$ cat config.mk
export PLATFORM = sky130hd
export DESIGN_NAME = load_store_unit
export DESIGN_NICKNAME = d
export VERILOG_FILES = /design/src/rtl/load_store_unit.sv
export SDC_FILE = /design/constraint.sdc
export NUM_CORES = 1
export LEC_CHECK = 0
export CAP_MARGIN = 20
export CORE_MARGIN = 2
export CORE_UTILIZATION = 46
export CTS_CLUSTER_DIAMETER = 150
export CTS_CLUSTER_SIZE = 12
export DETAILED_ROUTE_END_ITERATION = 8
export GPL_TIMING_DRIVEN = 0
export PLACE_DENSITY = 0.82
export SLEW_MARGIN = 20
export SYNTH_ARGS = -nofsm -noshare
export SYNTH_HDL_FRONTEND = slang
export SYNTH_SLANG_ARGS = --single-unit
$ cat constraint.sdc
create_clock -name iClk -period 10.4 [get_ports iClk]
set_input_delay 2.6 -clock iClk [delete_from_list [all_inputs] [get_ports iClk]]
set_output_delay 2.6 -clock iClk [all_outputs]
set_load 0.005 [all_outputs]
$ cat src/rtl/load_store_unit.sv
// Load/store unit between the MEM stage and a word-wide, 1-cycle-read data RAM.
// Sub-word stores become read-modify-write; misaligned or illegal accesses fault without touching the RAM.
module load_store_unit #(
  parameter int unsigned ADDRWIDTH = 6,
  parameter int unsigned DATAWIDTH = 32
) (
  input  logic                   iClk,
  input  logic                   iRst,
  input  logic                   iReq,
  input  logic                   iWE,
  input  logic [2:0]             iFunct3,
  input  logic [ADDRWIDTH+1:0]   iByteAddr,
  input  logic [DATAWIDTH-1:0]   iStoreData,
  output logic                   oBusy,
  output logic                   oDone,
  output logic                   oFault,
  output logic [DATAWIDTH-1:0]   oLoadData,
  output logic                   oRamWR,
  output logic [ADDRWIDTH-1:0]   oRamAddr,
  output logic [DATAWIDTH-1:0]   oRamWData,
  input  logic [DATAWIDTH-1:0]   iRamRData
);

  typedef enum logic [1:0] {IDLE, RD, CAP, WR} state_t;

  state_t                 state, state_d;
  logic                   we_q, we_d;
  logic [2:0]             f3_q, f3_d;
  logic [1:0]             lane_q, lane_d;
  logic [15:0]            sdata_q, sdata_d;
  logic                   done_d, fault_d, ram_wr_d;
  logic [DATAWIDTH-1:0]   load_d, wdata_d;
  logic [ADDRWIDTH-1:0]   ram_addr_d;
  logic                   req_fault_c;
  logic [7:0]             rd_byte;
  logic [15:0]            rd_half;
  logic [DATAWIDTH-1:0]   load_fmt;
  logic [DATAWIDTH-1:0]   merged;

  assign oBusy = (state != IDLE);

  // Illegal funct3 for the direction, or address not aligned to the access size
  always_comb begin
    if (iWE) req_fault_c = iFunct3[2] | (iFunct3[1:0] == 2'b11);
    else     req_fault_c = (iFunct3 == 3'b011) | (iFunct3[2:1] == 2'b11);
    if ((iFunct3[1:0] == 2'b01) && iByteAddr[0])          req_fault_c = 1'b1;
    if ((iFunct3[1:0] == 2'b10) && (iByteAddr[1:0] != 2'b00)) req_fault_c = 1'b1;
  end

  // Lane extraction for loads and lane insertion for sub-word stores
  always_comb begin
    case (lane_q)
      2'd1:    rd_byte = iRamRData[15:8];
      2'd2:    rd_byte = iRamRData[23:16];
      2'd3:    rd_byte = iRamRData[31:24];
      default: rd_byte = iRamRData[7:0];
    endcase
    rd_half = lane_q[1] ? iRamRData[31:16] : iRamRData[15:0];
    case (f3_q[1:0])
      2'b00:   load_fmt = {{24{rd_byte[7] & ~f3_q[2]}}, rd_byte};
      2'b01:   load_fmt = {{16{rd_half[15] & ~f3_q[2]}}, rd_half};
      default: load_fmt = iRamRData;
    endcase
    merged = iRamRData;
    if (f3_q[0]) begin
      if (lane_q[1]) merged[31:16] = sdata_q;
      else           merged[15:0]  = sdata_q;
    end else begin
      case (lane_q)
        2'd1:    merged[15:8]  = sdata_q[7:0];
        2'd2:    merged[23:16] = sdata_q[7:0];
        2'd3:    merged[31:24] = sdata_q[7:0];
        default: merged[7:0]   = sdata_q[7:0];
      endcase
    end
  end

  always_comb begin
    state_d    = state;
    we_d       = we_q;
    f3_d       = f3_q;
    lane_d     = lane_q;
    sdata_d    = sdata_q;
    done_d     = 1'b0;
    fault_d    = 1'b0;
    ram_wr_d   = 1'b0;
    load_d     = oLoadData;
    wdata_d    = oRamWData;
    ram_addr_d = oRamAddr;
    case (state)
      IDLE: begin
        if (iReq) begin
          we_d    = iWE;
          f3_d    = iFunct3;
          lane_d  = iByteAddr[1:0];
          sdata_d = iStoreData[15:0];
          if (req_fault_c) begin
            done_d  = 1'b1;
            fault_d = 1'b1;
          end else begin
            ram_addr_d = iByteAddr[ADDRWIDTH+1:2];
            if (iWE && (iFunct3 == 3'b010)) begin
              ram_wr_d = 1'b1;
              wdata_d  = iStoreData;
              state_d  = WR;
            end else begin
              state_d = RD;
            end
          end
        end
      end
      RD: state_d = CAP;
      CAP: begin
        if (we_q) begin
          wdata_d  = merged;
          ram_wr_d = 1'b1;
          state_d  = WR;
        end else begin
          load_d  = load_fmt;
          done_d  = 1'b1;
          state_d = IDLE;
        end
      end
      WR: begin
        done_d  = 1'b1;
        state_d = IDLE;
      end
      default: state_d = IDLE;
    endcase
  end

  always_ff @(posedge iClk or posedge iRst) begin
    if (iRst) begin
      state     <= IDLE;
      we_q      <= 1'b0;
      f3_q      <= '0;
      lane_q    <= '0;
      sdata_q   <= '0;
      oDone     <= 1'b0;
      oFault    <= 1'b0;
      oLoadData <= '0;
      oRamWR    <= 1'b0;
      oRamAddr  <= '0;
      oRamWData <= '0;
    end else begin
      state     <= state_d;
      we_q      <= we_d;
      f3_q      <= f3_d;
      lane_q    <= lane_d;
      sdata_q   <= sdata_d;
      oDone     <= done_d;
      oFault    <= fault_d;
      oLoadData <= load_d;
      oRamWR    <= ram_wr_d;
      oRamAddr  <= ram_addr_d;
      oRamWData <= wdata_d;
    end
  end

endmodule
==> results_dict.tcl, run 1 <==
set metrics [dict create \
    clockBufferDepth 2 \
    core_mm2 0.0114 \
    cp_max_fo 10 \
    hold_viol_final 0 \
    synth_cell_type_count 35 \
    final_cells 852 \
    portBuffers 152 \
    die_y_um 112 \
    setup_viol 0 \
    required_ns 10.63 \
    finalWorstSetupSlack_ns 5.47 \
    drtIter0Drc 387 \
    grtUsageTotal_pct 29.1 \
    cp.arrival_ns 5.16 \
    drive_above_1_share_pct 11.7 \
    fin_tns_setup_ns 0 \
    min_to "oRamWData[24]$_DFFE_PP0P_" \
    wl_per_cell_um 21.3 \
    dr.pass1.iters 5 \
    htree_levels 3 \
    synthesis.area_mm2 0.00537 \
    gp_congestion 0.935 \
    dp_hpwl_um 13600 \
    num_rows 39 \
    ctsResizeCount 0 \
    cts_sinks 97 \
    post_cts_buffers 0 \
    syn_inst 540 \
    startpoint "iFunct3[2]" \
    holdCritStartpoint "oRamWData[24]$_DFFE_PP0P_" \
    fin_area_mm2 0.00740 \
    nets 783 \
    grt_pass1_vias 5185 \
    power_mw 2.26 \
    ys_seq_area_share_pct 45.2 \
    fin_crit_sh_pct 47.4 \
    rr_endpoint "oRamWData[18]$_DFFE_PP0P_" \
    layout_commonest_cell "clkdlybuf4s50_1" \
    dp.cells 836 \
    critPathMaxStageDelay_ns 0.56 \
    syn-mean-instance-area_um2 9.95 \
    antenna_found_initial 0 \
    grt_max_degree 54 \
    area.growth.synth_to_final_pct 37.8 \
    worst_hold_slack_ns 0.503 \
    switching_share_pct 38.8 \
    p_int_mw 1.38 \
    max_slew.worst_pin.slew_ns 0.981 \
    leakage_nw 3.04 \
    numCtsBuffers 9 \
    p_clk_share_pct 15.0 \
    clkLatencyLatePin_ns 0.35 \
    detail-route-antenna-nets 0 \
    post-route-min-period_ns 4.93 \
    end_kind "register" \
    die_width_um 112 \
    rsz0062_at_grt "no" \
    ys_seq_elements 97 \
    cap_viol_max_count 0 \
    placed_cell_area_mm2 0.00711 \
    fmax_ghz 0.203 \
    dp_slack_ns 5.11 \
    relSlewSlack_pct 34.2 \
    die-area_mm2 0.0126 \
    synth-edff-count 0 \
    hold_class "register to register" \
    ioPinCount 153 \
    antenna_cells 0 \
    grt-ovfl-total 0 \
    clkTransAtPathRegs_ns 0.07 \
    powerDensity_mw_per_mm2 305 \
    netSwitchingPower_mw 0.874 \
    critPathKind "input pin to register" \
    grt_pass1_wl_um 28600 \
    min_path_cells 1 \
    timing.rr.start "state[1]$_DFFE_PP0P_" \
    cp_common_cell "buf_6" \
    cts_tree "built" \
    status "completed" \
    wl_um 18100 \
    cts-root-buf "clkbuf_16" \
    yosys_warnings 0 \
    async_reset_ff_share_pct 100 \
    sequentialPowerShare_pct 31.4 \
    rr_worst_depth 6 \
    r2r_slack_ns 7.76 \
    cp_slowest_cell "or4_1" \
    synthFlopType "dfrtp_1" \
    postCtsHoldBufs 0 \
    synth.net_count 619 \
    fin_skew_ns 0.00746 \
    final_util_pct 64.8 \
    drc 0 \
    combinationalPowerShare_pct 53.6 \
    viasPerCell 6.05 \
    layout_common_cells "clkdlybuf4s50_1, dfrtp_1, mux2_2" \
    initial_utilization_pct 47.1 \
    start_kind "input pin" \
    peakVddDrop_v 0.000135 \
    maxSlewViolCount 0 \
    vias 5153 \
    crit_chain "clkdlybuf4s50_1, or4_1, a21bo_1, buf_6, o41ai_4, buf_6, mux2_2" \
]
-- layer usage --
metal  vias up  track usage, %  routed length [µm]
met5         -               0                   0
met4         0            9.67                 467
met3        39            4.16                1400
met2       264            48.0                8720
met1      2533            39.9                7540
li1       2317               -                   -
-- state kept, by name, indices dropped and copies added, names as in the netlist --
signal     cells
f3_q           3
oLoadData     32
we_q           1
oDone          1
oRamWR         1
lane_q         2
state          2
sdata_q       16
oFault         1
oRamWData     32
oRamAddr       6
-- cell families (layout without fill, tap and decap cells) --
family / after synthesis / after routing / synth area share (%)
AO/OA/AOI/OAI: 155 / 155 / 18.8
buffers and inverters: 54 / 223 / 4.33
AND/OR/NAND/NOR: 150 / 150 / 14.5
multiplexers: 84 / 84 / 17.2
flip-flops: 97 / 97 / 45.2
-- cell type report --
type	count	area, µm²
Clock inverter	6	67.6
Fill cell	958	4020
Tap cell	143	179
Clock buffer	10	229
Inverter	5	23.8
Timing Repair Buffer	153	1550
Multi-Input combinational cell	389	2710
Sequential cell	97	2430
Buffer	49	214
-- synth_stat cells, types with 5 or more instances --
| master | number | area (µm²) |
|---|---|---|
| dfrtp_1 | 97 | 2430 |
| mux2_2 | 60 | 676 |
| nor2_1 | 44 | 165 |
| clkbuf_1 | 41 | 154 |
| a21oi_1 | 34 | 170 |
| nand2_1 | 33 | 124 |
| o21ai_0 | 32 | 160 |
| mux2i_1 | 19 | 190 |
| a31oi_1 | 18 | 113 |
| nand3_1 | 17 | 85.1 |
| o22ai_1 | 17 | 106 |
| a211oi_1 | 16 | 120 |
| a211o_1 | 15 | 131 |
| and3b_1 | 15 | 131 |
| a22o_1 | 9 | 78.8 |
| and2_1 | 8 | 50.1 |
| and3_1 | 8 | 50.1 |
| nor3b_1 | 8 | 60.1 |
| o31ai_1 | 8 | 60.1 |
| or3_1 | 7 | 43.8 |
| mux2_1 | 5 | 56.3 |
-- worst max-delay path, delay by kind of cell --
family,cells,cell delay (ns)
simple gates,1,0.56
mux,1,0.35
buf+inv,3,0.90
compound gates,2,0.73
-- power by group through the flow --
| stage | logic (mW) | registers (mW) | clock network (mW) |
|---|---|---|---|
| 2_1_floorplan | 0.664 | 0.684 | 0 |
| 3_3_place_gp | 1.16 | 0.698 | 0 |
| 3_5_place_dp | 1.19 | 0.711 | 0 |
| 4_1_cts | 1.20 | 0.705 | 0.340 |
| 5_1_grt | 1.31 | 0.730 | 0.353 |
| 6_report | 1.21 | 0.709 | 0.338 |
-- worst max path at each step --
stage	cells past startpoint	endpoint
floorplan	1	f3_q[0]$_DFFE_PP0P_
global placement	2	oRamWData[31]$_DFFE_PP0P_
detailed placement	7	oRamWData[18]$_DFFE_PP0P_
CTS	7	oRamWData[18]$_DFFE_PP0P_
global route	7	oRamWData[18]$_DFFE_PP0P_
finish	7	oRamWData[18]$_DFFE_PP0P_
No activity file was read; power rests on OpenSTA's default activity.
==> run 2: changes to the inputs <==
- clock period: 10.4 -> 5 ns (I/O delays scaled with it)
==> results of run 2 <==
The final DEF is identical to that of run 1. Status: completed.
Among the figures that moved: setup slack after placement 5.11 ns -> 1.06 ns; setup slack after layout 5.47 ns -> 1.42 ns; register-to-register setup slack 7.76 ns -> 2.36 ns; total power 2.26 mW -> 4.69 mW; worst IR drop on VDD 0.000135 V -> 0.000281 V
